[src/rtl/attn_inst_sequencer.sv]
// Instruction sequencer for fullchip: one start runs K/S load, execute, ofifo->pmem move
// and pmem readout, with ofifo flow control, abort and QK/SV mode select.
module attn_inst_sequencer #(
  parameter int ROWS   = 8,
  parameter int COL    = 8,
  parameter int GAP    = 10,
  parameter int ADDR_W = 5,
  parameter int RD_LAT = 1
)(
  input  logic              clk,
  input  logic              reset,
  input  logic              start,
  input  logic              mode,
  input  logic              abort,
  input  logic              ofifo_valid,
  output logic [19:0]       inst,
  output logic              busy,
  output logic              out_valid,
  output logic [ADDR_W-1:0] out_row,
  output logic              done
);

  localparam int GW = $clog2(GAP + RD_LAT + 1);
  localparam int CW = (GW > ADDR_W + 1) ? GW : ADDR_W + 1;

  localparam logic [CW-1:0] ONE    = CW'(1);
  localparam logic [CW-1:0] TWO    = CW'(2);
  localparam logic [CW-1:0] COL_C  = CW'(COL);
  localparam logic [CW-1:0] ROWS_C = CW'(ROWS);
  localparam logic [CW-1:0] ROWS1  = CW'(ROWS - 1);
  localparam logic [CW-1:0] GAP1   = CW'(GAP - 1);
  localparam logic [CW-1:0] LAT2   = CW'((RD_LAT > 1) ? RD_LAT - 2 : 0);

  typedef enum logic [3:0] {
    IDLE, KLOAD, KDRAIN, GAP_A, EXEC, GAP_B, MOVE, READ, RWAIT, DONE
  } state_t;

  typedef struct packed {
    logic       norm_v_rd;
    logic       ofifo_rd;
    logic [4:0] qk_add;
    logic [4:0] p_add;
    logic       execute;
    logic       load;
    logic       qmem_rd;
    logic       qmem_wr;
    logic       kmem_rd;
    logic       kmem_wr;
    logic       pmem_rd;
    logic       pmem_wr;
  } inst_t;

  state_t state_q, state_d;
  logic [CW-1:0] cnt_q, cnt_d;
  logic mode_q, move_en_q;
  inst_t inst_q, inst_d, inst_out;
  logic [RD_LAT:1] vld_pipe;
  logic [RD_LAT:1][ADDR_W-1:0] row_pipe;

  logic xfer, start_acc, abort_act;
  assign xfer      = move_en_q & ofifo_valid;
  assign start_acc = (state_q == IDLE) & start & ~abort;
  assign abort_act = (state_q != IDLE) & abort;

  always_comb begin
    state_d = state_q;
    cnt_d   = cnt_q;
    if (abort_act) begin
      state_d = IDLE;
      cnt_d   = '0;
    end else begin
      case (state_q)
        IDLE: if (start_acc) begin state_d = KLOAD; cnt_d = '0; end
        KLOAD:
          if (cnt_q == COL_C) begin state_d = KDRAIN; cnt_d = '0; end
          else cnt_d = cnt_q + ONE;
        KDRAIN:
          if (cnt_q == ONE) begin state_d = GAP_A; cnt_d = '0; end
          else cnt_d = cnt_q + ONE;
        GAP_A:
          if (cnt_q == GAP1) begin state_d = EXEC; cnt_d = '0; end
          else cnt_d = cnt_q + ONE;
        EXEC:
          if (cnt_q == ROWS1) begin state_d = GAP_B; cnt_d = '0; end
          else cnt_d = cnt_q + ONE;
        GAP_B:
          if (cnt_q == GAP1) begin state_d = MOVE; cnt_d = '0; end
          else cnt_d = cnt_q + ONE;
        // count only completed transfers; a stalled ofifo just holds the count
        MOVE:
          if (xfer) begin
            if (cnt_q == ROWS1) begin state_d = READ; cnt_d = '0; end
            else cnt_d = cnt_q + ONE;
          end
        READ:
          if (cnt_q == ROWS_C) begin
            state_d = (RD_LAT > 1) ? RWAIT : DONE;
            cnt_d   = '0;
          end else cnt_d = cnt_q + ONE;
        // lets the last read beat leave the latency pipe before done
        RWAIT:
          if (cnt_q == LAT2) begin state_d = DONE; cnt_d = '0; end
          else cnt_d = cnt_q + ONE;
        DONE:    begin state_d = IDLE; cnt_d = '0; end
        default: begin state_d = IDLE; cnt_d = '0; end
      endcase
    end
  end

  // inst is registered, so it is built from the state/count about to be entered
  always_comb begin
    inst_d = '0;
    case (state_d)
      KLOAD: begin
        inst_d.load    = 1'b1;
        inst_d.kmem_rd = (cnt_d != '0);
        inst_d.qk_add  = (cnt_d < TWO) ? 5'd0 : 5'(cnt_d - ONE);
      end
      KDRAIN: inst_d.load = (cnt_d == '0);
      EXEC: begin
        inst_d.execute = 1'b1;
        inst_d.qmem_rd = 1'b1;
        inst_d.qk_add  = 5'(cnt_d);
      end
      MOVE: inst_d.p_add = 5'(cnt_d);
      READ: begin
        inst_d.p_add = 5'(cnt_d);
        if (cnt_d < ROWS_C) begin
          inst_d.pmem_rd   = 1'b1;
          inst_d.norm_v_rd = mode_q;
        end
      end
      default: ;
    endcase
  end

  always_ff @(posedge clk or negedge reset) begin
    if (!reset) begin
      state_q   <= IDLE;
      cnt_q     <= '0;
      mode_q    <= 1'b0;
      move_en_q <= 1'b0;
      inst_q    <= '0;
      vld_pipe  <= '0;
      row_pipe  <= '0;
    end else begin
      state_q   <= state_d;
      cnt_q     <= cnt_d;
      inst_q    <= inst_d;
      move_en_q <= (state_d == MOVE);
      if (start_acc) mode_q <= mode;
      if (abort_act) begin
        vld_pipe <= '0;
        row_pipe <= '0;
      end else begin
        vld_pipe[1] <= inst_q.pmem_rd;
        row_pipe[1] <= ADDR_W'(inst_q.p_add);
        for (int i = 2; i <= RD_LAT; i++) begin
          vld_pipe[i] <= vld_pipe[i-1];
          row_pipe[i] <= row_pipe[i-1];
        end
      end
    end
  end

  always_comb begin
    inst_out          = inst_q;
    inst_out.ofifo_rd = xfer;
    inst_out.pmem_wr  = xfer;
  end

  assign inst      = inst_out;
  assign busy      = (state_q != IDLE) && (state_q != DONE);
  assign done      = (state_q == DONE);
  assign out_valid = vld_pipe[RD_LAT];
  assign out_row   = row_pipe[RD_LAT];

endmodule
[config.mk]
export PLATFORM = sky130hd
export DESIGN_NAME = attn_inst_sequencer
export DESIGN_NICKNAME = d
export VERILOG_FILES = /design/src/rtl/attn_inst_sequencer.sv
export SDC_FILE = /design/constraint.sdc
export NUM_CORES = 1
export LEC_CHECK = 0
export ABC_CLOCK_PERIOD_IN_PS = 5900
export BUFFER_PORTS_ARGS = -buffer_cell sky130_fd_sc_hd__buf_2
export CAP_MARGIN = 10
export CORE_ASPECT_RATIO = 1.4
export CORE_UTILIZATION = 57
export CTS_BUF_LIST = sky130_fd_sc_hd__clkbuf_16
export DETAILED_ROUTE_END_ITERATION = 8
export HOLD_SLACK_MARGIN = 0.12
export PLACE_DENSITY = 0.89
export SLEW_MARGIN = 25
export SYNTH_ARGS = -nofsm -noshare
export SYNTH_HDL_FRONTEND = slang
export SYNTH_SLANG_ARGS = --single-unit
export TNS_END_PERCENT = 10
[constraint.sdc]
create_clock -name clk -period 5.9 [get_ports clk]
set_clock_uncertainty 0.2 [all_clocks]
set_input_delay 0.885 -clock clk [delete_from_list [all_inputs] [get_ports clk]]
set_output_delay 0.885 -clock clk [all_outputs]
set_load 0.1 [all_outputs]
==> results of run 1 <==
==> cell families after synthesis <==
family                   after synthesis  synth area share [%]
AND/OR/NAND/NOR                       80                  26.0
AO/OA/AOI/OAI                         53                  19.9
flip-flops                            33                  41.3
buffers and inverters                 28                  7.13
adder cells (fa/ha/maj)                5                  3.13
XOR/XNOR                               3                  1.31
multiplexers                           2                  1.06
other                                  1                 0.187
==> sequential cells by signal, indices dropped and copies added (netlist names) <==
name and count:
cnt_q 6, inst 15, mode_q 1, move_en_q 1
out_row 5, out_valid 1, state_q 4
==> power by group through the flow <==
stage	Combinational, µW	Clock, µW	Sequential, µW
2_1_floorplan	282	0	402
3_3_place_gp	464	0	293
3_5_place_dp	475	0	295
4_1_cts	476	241	292
5_1_grt	512	252	298
6_report	481	240	293
==> cell usage in the layout, fill, tap and decap left out, types with 3 or more instances in the layout <==
master,count
a21oi_1,7
a31oi_1,6
and2_1,9
and3_1,3
buf_2,31
clkbuf_16,5
dfrtp_1,33
ha_1,5
inv_1,14
nand2_1,16
nand2b_1,4
nand3_1,6
nor2_1,14
o21ai_0,7
==> final cells by class <==
| type | count | area, µm² |
|---|---|---|
| timing repair buffer | 31 | 155 |
| multi-input combinational | 145 | 1040 |
| fill | 258 | 1120 |
| clock inverter | 3 | 13.8 |
| inverter | 13 | 48.8 |
| clock buffer | 5 | 125 |
| sequential | 33 | 826 |
| tap | 40 | 50.0 |
==> worst max-delay path, stage by stage (launching register included) <==
cell and delay, ps:
dfrtp_1 410, inv_1 90, ha_1 140, nor4b_4 420
a2bb2oi_1 150, nor3_1 350, nand2_1 150, o21ai_0 510
ha_1 340, nand3b_4 90, or4b_1 460, o21ai_1 90
==> metal layers <==
metal | share of wire (%) | wire [µm] | up-vias | global-route usage (%)
li1 | - | - | 786 | -
met1 | 40 | 1770 | 804 | 29.9
met2 | 51 | 2280 | 73 | 41.5
met3 | 5.5 | 244 | 14 | 5.45
met4 | 3.3 | 147 | 0 | 14.4
met5 | 0 | 0 | - | 0
==> worst max path at each step <==
stage	to	slack [ps]	cells past startpoint
2_1_floorplan	done	2710	3
3_3_place_gp	inst[17]	2630	10
3_5_place_dp	inst[17]	2540	11
4_1_cts	inst[17]	2520	11
5_1_grt	inst[17]	2160	11
6_report	inst[17]	2420	11
==> metrics by stage <==
stage	instances	hold slack (ps)
finish	270	273
global placement	262	261
global route	270	295
CTS	270	275
detailed placement	262	261
floorplan	206	249
==> metrics, run 1 <==
outcome=finished, final reports clean; final worst setup slack=between 2000 and 2500 ps; Final setup violation count=0; n_diodes=0; Synth Area per Inst=just under 10 µm²; vias per std cell=between 6 and 7; final core occ=between 60 and 70%; most used flip-flop cell after synthesis=dfrtp_1; Hold Path End=out_valid; Power Total=1010 µW; FF-to-FF path depth=11; critical path class=reg2reg; Die Ht=around 70 µm; Slew headroom=between 50% and 60%; first-pass GRT wire length=between 6 and 7 mm; # hold bufs at CTS=0; gr ovfl total=0; post-CTS setup buffer count=0; Pleak=0.00113 µW; total CTS buffers=5; cell row count=25; Peak Freq=~0.29 GHz; routability cong.=between 0.9 and 1; Net Sw Power=between 400 and 500 µW; Worst VDD drop=0.000324 V; RSZ-0062 raised after global routing=false; critical path arrival=around 3500 ps; sequential area share after synthesis=between 40% and 50%; DRT Pass-1 Iters=4; die area=approximately 3800 µm²; Synth async-reset ratio=100%; Clk pin slew, worst setup/hold paths=~50 ps; HP Start=inst[1]; worst r2r src=cnt_q[1]; worst-skew pair later-pin latency=280 ps; Die X=~52 µm; fin. max-slew vios=0; DR DRC count=0; final hold viol count=0; DRT iter0 DRCs=just over 70; placeable core area=3380 µm²; dominant cells by area after synthesis=dfrtp_1 (41%), ha_1 (3.1%), nand2_1 (3.0%); final instance area=2250 µm²; Routed WL per cell=about 16 µm; Pint=between 500 and 600 µW; Tmin final=about 3500 ps; initial antenna violation count=0; commonest cells in the netlist=dfrtp_1 (33), nand2_1 (16), nor2_1 (14); pre-CTS setup slack=between 2000 and 3000 ps; P per Cell Area=roughly 450 nW/µm²; clock network power share=a little under a quarter; Cells after Synth=between 200 and 250; largest net degree at the start of global routing=34; CP startpoint kind=flip-flop; post-CTS resize count=0; Worst Setup SP=cnt_q[1]; final WL=around 4.4 mm; H-tree Lvls=2; Clock Path Buffers=2; layout cell share with drive strength beyond 1=a little under a quarter; ANT nets after route=0; EDFF count, synth=0; Buffers on Ports=31; actual slew at the worst max-slew pin=slightly above 700 ps; Synth top area share=between 40 and 50%; Layout area overhead=12.7%; starting density of the core=between 50% and 60%; Synth cell types=66; worst-path fanout max=8; count leader, synth=dfrtp_1; Synth Register Bits=33; Flop pwr share=between 20% and 30%; Final Cycle Share=approximately 59%; GRT Util Overall=approximately a quarter; placed inst area=around 2100 µm²; Reg2Reg Setup Slack=about 2400 ps; via count=1677; Gate power share=between 40 and 50%; HP Class=reg2reg; root buffer cell=clkbuf_16; largest area contributor in the netlist=dfrtp_1; MaxCap Viol Count=0; Setup crit end kind=flip-flop; hold path depth=1; Worst EP required=5900 ps; RR Endpoint=inst[17]; CTS tree=yes; YS warnings=0; Final HPWL DP=roughly 3.1 mm; nets@finish=240; num ports=34; Clock Sinks=33; switching share of power=46.0%; vias in the first global route=~1400; Post-Route Setup TNS=0 ps; cell area after synthesis=2000 µm²
(Power assumes the default switching activity.)
==> run 2, diff against run 1 <==
- ABC_CLOCK_PERIOD_IN_PS: 5900 -> 3000
- CORE_UTILIZATION: 57 -> 50
- PLACE_DENSITY: 0.89 -> 0.83
- clock period: 5.9 -> 3 ns (I/O delays scaled with it)
==> run 2 against run 1 <==
  * The run now ends with negative setup slack left
  * Global-route usage up 1.2 points
  * Combinational power grew to 2.7 times the previous value
  * Design area grew 20%
  * Total power increased by 150%
  * Hold slack worse by 45 ps
  * Cell count rose by 11%
  * Wire length increased by 32%
  * Via count grew 15%
  * Largest cell class unchanged
  * Highest routed layer unchanged
==> metrics, run 2 (synthesis gave the netlist of run 1 again) <==
outcome=complete, but fails checks; failing checks=negative setup slack; most frequent cells in the layout=dfrtp_1 (32), buf_2 (31), buf_4 (26), nand2_1 (15), inv_1 (13); Clk pin slew, worst setup/hold paths=around 60 ps; CP delay by family, top=compound AO/OA/AOI/OAI gates; Reg area=just over 800 µm²; final core occ=about 72%; Bufs and invs on worst path=3; worst-path fanout max=8; DR top layer=met4; Post-Route Setup TNS=-15.1 ps; metal2 WL=between 3 and 4 mm; cell row count=26; most used cell, CP=buf_4; CP startpoint kind=flip-flop; routed length on met3=~360 µm; routability cong.=between 0.8 and 0.9; Final Cycle Share=101%; DRT iter0 DRCs=approximately 130; slowest stage delay, CP=470 ps; CTS tree=yes; n_diodes=0; DR DRC count=0; critical-path cell list=buf_4 -> buf_4 -> nand2b_1 -> a211o_1 -> a31oi_4 -> o31ai_4 -> buf_4 -> a21oi_4 -> nand4bb_4 -> or4b_4 -> o21ai_2; layout cell share with drive strength beyond 1=40.1%; Pint=roughly 1400 µW; final WL=between 5 and 6 mm; WL met1=~2.2 mm; Routed WL per cell=19.7 µm; die area=4260 µm²; Non-Filler Instances=between 200 and 300; RSZ-0062 raised after global routing=true; most common cell after layout, fill and taps aside=dfrtp_1; Largest register FFs=15; Peak Freq=0.332 GHz; switching share of power=42.8%; Gate power share=51.6%; placed inst area=between 2000 and 2500 µm²; Power Total=between 2000 and 3000 µW; Pleak=0.00131 µW; critical path arrival=roughly 3000 ps; starting density of the core=53.5%; GRT Util Overall=a little over a quarter; final instance area=~2700 µm²; ANT nets after route=0; Setup crit end kind=flip-flop; Slowest cell on crit path=dfrtp_1; P per Cell Area=about 930 nW/µm²; placed cells=286; vias in the first global route=between 1500 and 2000; critical path class=reg2reg; actual slew at the worst max-slew pin=between 700 and 800 ps; via count=between 1500 and 2000; Layout area overhead=34.8%; Die X=55.5 µm; Die Ht=between 70 and 80 µm; Slew headroom=a little over half; num ports=34; Tmin final=between 3000 and 4000 ps; clock network power share=26.0%; Final HPWL DP=3.62 mm; Buffers on Ports=31; Worst EP required=approximately 3000 ps; total CTS buffers=5; final hold viol count=0; largest net degree at the start of global routing=34; final worst setup slack=-15.1 ps; Multi-input gate area=about 1200 µm²; vias per std cell=roughly 6.4; nets@finish=around 270; HP Class=in2reg; Clock Sinks=33; Worst VDD drop=~0.00068 V; Flop pwr share=22.4%; Fill cells=roughly 240; fin. max-slew vios=0; Final setup violation count=1; gr ovfl total=0; worst-skew pair later-pin latency=around 280 ps; placeable core area=about 3700 µm²; first-pass GRT wire length=a little under 9 mm; DRT Pass-1 Iters=4; initial antenna violation count=0; root buffer cell=clkbuf_16; MaxCap Viol Count=0; Net Sw Power=~1100 µW; H-tree Lvls=2; Clock Path Buffers=2
[run 2: cell types whose count changed in the layout (fill, tap and decap cells not counted), moves of 2 or more]
cell	delta
a31oi_1	-4
a2111oi_0	-2
a2111oi_4	+2
o21ai_0	-2
buf_4	+26
nor2_2	+2
bufinv_16	+2
nor2_1	-2
a31oi_2	+3
[run 2: routing by layer]
| layer | GRT usage, % | up-vias |
|---|---|---|
| li1 | - | 847 |
| met1 | 29.5 | 951 |
| met2 | 47.0 | 97 |
| met3 | 6.91 | 26 |
| met4 | 11.5 | 0 |
| met5 | 0 | - |
[run 2: area by class of cell]
| cell class | instances | share of cell area [%] |
|---|---|---|
| Clock buffer | 5 | 4.64 |
| Inverter | 13 | 1.81 |
| Tap cell | 42 | 1.95 |
| Clock inverter | 3 | 2.41 |
| Timing Repair Buffer | 58 | 13.4 |
| Sequential cell | 33 | 30.7 |
| Multi-Input combinational cell | 145 | 45.2 |
[run 2: power by group through the flow]
stage               registers, µW  clock network [µW]  logic [µW]
global route                  570                 680        1370
detailed placement            562                   0        1100
floorplan                     792                   0         565
CTS                           557                 659        1120
finish                        564                 656        1300
global placement              556                   0        1080
[run 2: final timing paths]
kind / end / startpoint / cells past startpoint / slack, ps
hold / removal: mode_q / mode / 2 / 230
min in group asynchronous: move_en_q / reset / 2 / 550
hold reg to reg: out_row[0] / inst[8] / 1 / 270
setup / recovery: inst[17] / state_q[1] / 11 / -20
setup reg to reg: inst[17] / state_q[1] / 11 / -20
max in group asynchronous: cnt_q[0] / reset / 2 / 1540
[run 2: repair_timing]
action	in CTS	in global routing
setup endpoints to repair	1	7
endpoints found under the hold margin	33	0
hold buffers	1	0
resized for setup	3	30
buffers inserted	0	4
pin swaps	0	9
[run 2: metrics by stage]
| step | setup slack (ps) | hold slack (ps) |
|---|---|---|
| after floorplan | 39.6 | -45.6 |
| after global placement | 36.5 | 258 |
| after detailed placement | -40.9 | 265 |
| after CTS | 32.7 | 221 |
| after global routing | -112 | 230 |
| final | -15.1 | 227 |
[run 2: worst reg2reg max path, stage by stage (launching register included)]
cell	delay (ps)
dfrtp_1	470
buf_4	200
buf_4	170
nand2b_1	200
a211o_1	320
a31oi_4	220
o31ai_4	80
buf_4	170
a21oi_4	200
nand4bb_4	200
or4b_4	460
o21ai_2	60
==> run 3, diff against run 2 <==
- PLACE_DENSITY: 0.83 -> 0.82
==> run 3 against run 2 <==
  * Wire length down 7.4%
  * Sequential cell count stayed put
  * Critical path depth up 1
  * Via count shrank 3.8%
  * Total power rose by 0.37%
  * Highest routed layer unchanged
  * The flow now finishes without violations
==> metrics, run 3 (synthesis gave the netlist of run 1 again) <==
outcome=finished, final reports clean; Die X=~55 µm; Fill cells=249; Final HPWL DP=approximately 3.6 mm; fin. max-slew vios=0; Final Cycle Share=approximately 100%; vias in the first global route=1838; Routed WL per cell=17.9 µm; gr ovfl total=0; Peak Freq=around 0.34 GHz; final WL=about 5.5 mm; num ports=34; MaxCap Viol Count=0; worst-skew pair later-pin latency=280 ps; first-pass GRT wire length=roughly 9 mm; cell row count=26; CTS tree=yes; Setup crit end kind=flip-flop; Pleak=around 0.0013 µW; Layout area overhead=35.0%; vias per std cell=6.08; Bufs and invs on worst path=3; Largest register FFs=15; Tmin final=about 3000 ps; slowest stage delay, CP=approximately 460 ps; Clock Sinks=33; largest net degree at the start of global routing=34; H-tree Lvls=2; RSZ-0062 raised after global routing=true; initial antenna violation count=0; most used cell, CP=buf_4; final core occ=about 72%; die area=between 4000 and 5000 µm²; Worst EP required=~3000 ps; P per Cell Area=937 nW/µm²; Clk pin slew, worst setup/hold paths=~50 ps; Worst VDD drop=0.000799 V; Die Ht=~77 µm; critical path arrival=~3000 ps; DR DRC count=0; most common cell after layout, fill and taps aside=dfrtp_1; DRT Pass-1 Iters=4; HP Class=in2reg; final hold viol count=0; worst-path fanout max=6; Multi-input gate area=roughly 1200 µm²; total CTS buffers=5; DRT iter0 DRCs=70; most frequent cells in the layout=dfrtp_1 (32), buf_2 (31), buf_4 (31), nand2_1 (15), nor2_1 (12); CP startpoint kind=flip-flop; root buffer cell=clkbuf_16; actual slew at the worst max-slew pin=roughly 700 ps; nets@finish=between 200 and 300; Final setup violation count=0; Slowest cell on crit path=or4b_1; ANT nets after route=0; starting density of the core=between 50% and 60%; placeable core area=about 3700 µm²; Power Total=roughly 2500 µW; Hold WS=about 230 ps; n_diodes=0; CP delay by family, top=simple AND/OR/NAND/NOR gates; Slew headroom=a little over half; Reg area=approximately 830 µm²; layout cell share with drive strength beyond 1=between 40% and 50%; Clock Path Buffers=2; critical path class=reg2reg; via count=~1800; critical-path cell list=inv_2 -> ha_1 -> nor4b_4 -> buf_4 -> a2111oi_4 -> or2_4 -> o31ai_2 -> buf_4 -> a21oi_4 -> nand3b_4 -> or4b_1 -> o21ai_1; GRT Util Overall=a little over a quarter; routability cong.=between 0.9 and 1; Buffers on Ports=31
## run 3: final timing paths
check,from,endpoint,slack [ps],cells after the start
worst max-delay path,cnt_q[0],inst[17],20,12
worst max register to register,cnt_q[0],inst[17],20,12
worst min-delay path,mode,mode_q,230,2
worst min register to register,inst[1],out_valid,280,1
max in group asynchronous,reset,cnt_q[0],1540,2
min in group asynchronous,reset,state_q[1],560,2
## run 3: where the power goes
group | switching, µW | leakage, µW | internal, µW
clock | 183 | 0.0000938 | 474
sequential | 43.5 | 0.000450 | 508
combinational | 832 | 0.000777 | 491
total | 1060 | 0.00132 | 1470
## run 3: repair_timing
action / CTS / global route
gates resized for setup: 6 / 22
buffers inserted: 0 / 5
endpoints found under the setup margin: 1 / 7
hold buffers: 1 / 0
hold endpoints to repair: 33 / 0
pin swaps: 1 / 13
## run 3: per-stage QoR
stage | setup WS (ps) | cell area [µm²] | std cells | setup TNS, ps
floorplan | 39.6 | 2010 | 206 | 0
global placement | 0.304 | 2320 | 290 | 0
detailed placement | -40.1 | 2320 | 290 | -40.1
CTS | 17.5 | 2550 | 299 | 0
global route | -87.2 | 2700 | 304 | -197
finish | 17.7 | 2700 | 304 | 0
## run 3: per-layer routing
layer	wire (µm)	up-vias	global-route usage [%]
met5	0	-	0
met4	301	0	14.5
met3	264	25	6.41
met2	2780	78	46.3
met1	2110	896	30.2
li1	-	849	-
## run 3: layout make-up
type                    instances  area share [%]
multi-input cells             145            43.8
flip-flops and latches         33            30.6
repair buffers                 63            14.7
clock buffers                   5            4.63
clock inverters                 3            2.41
well taps                      42            1.95
inverters                      13            1.81
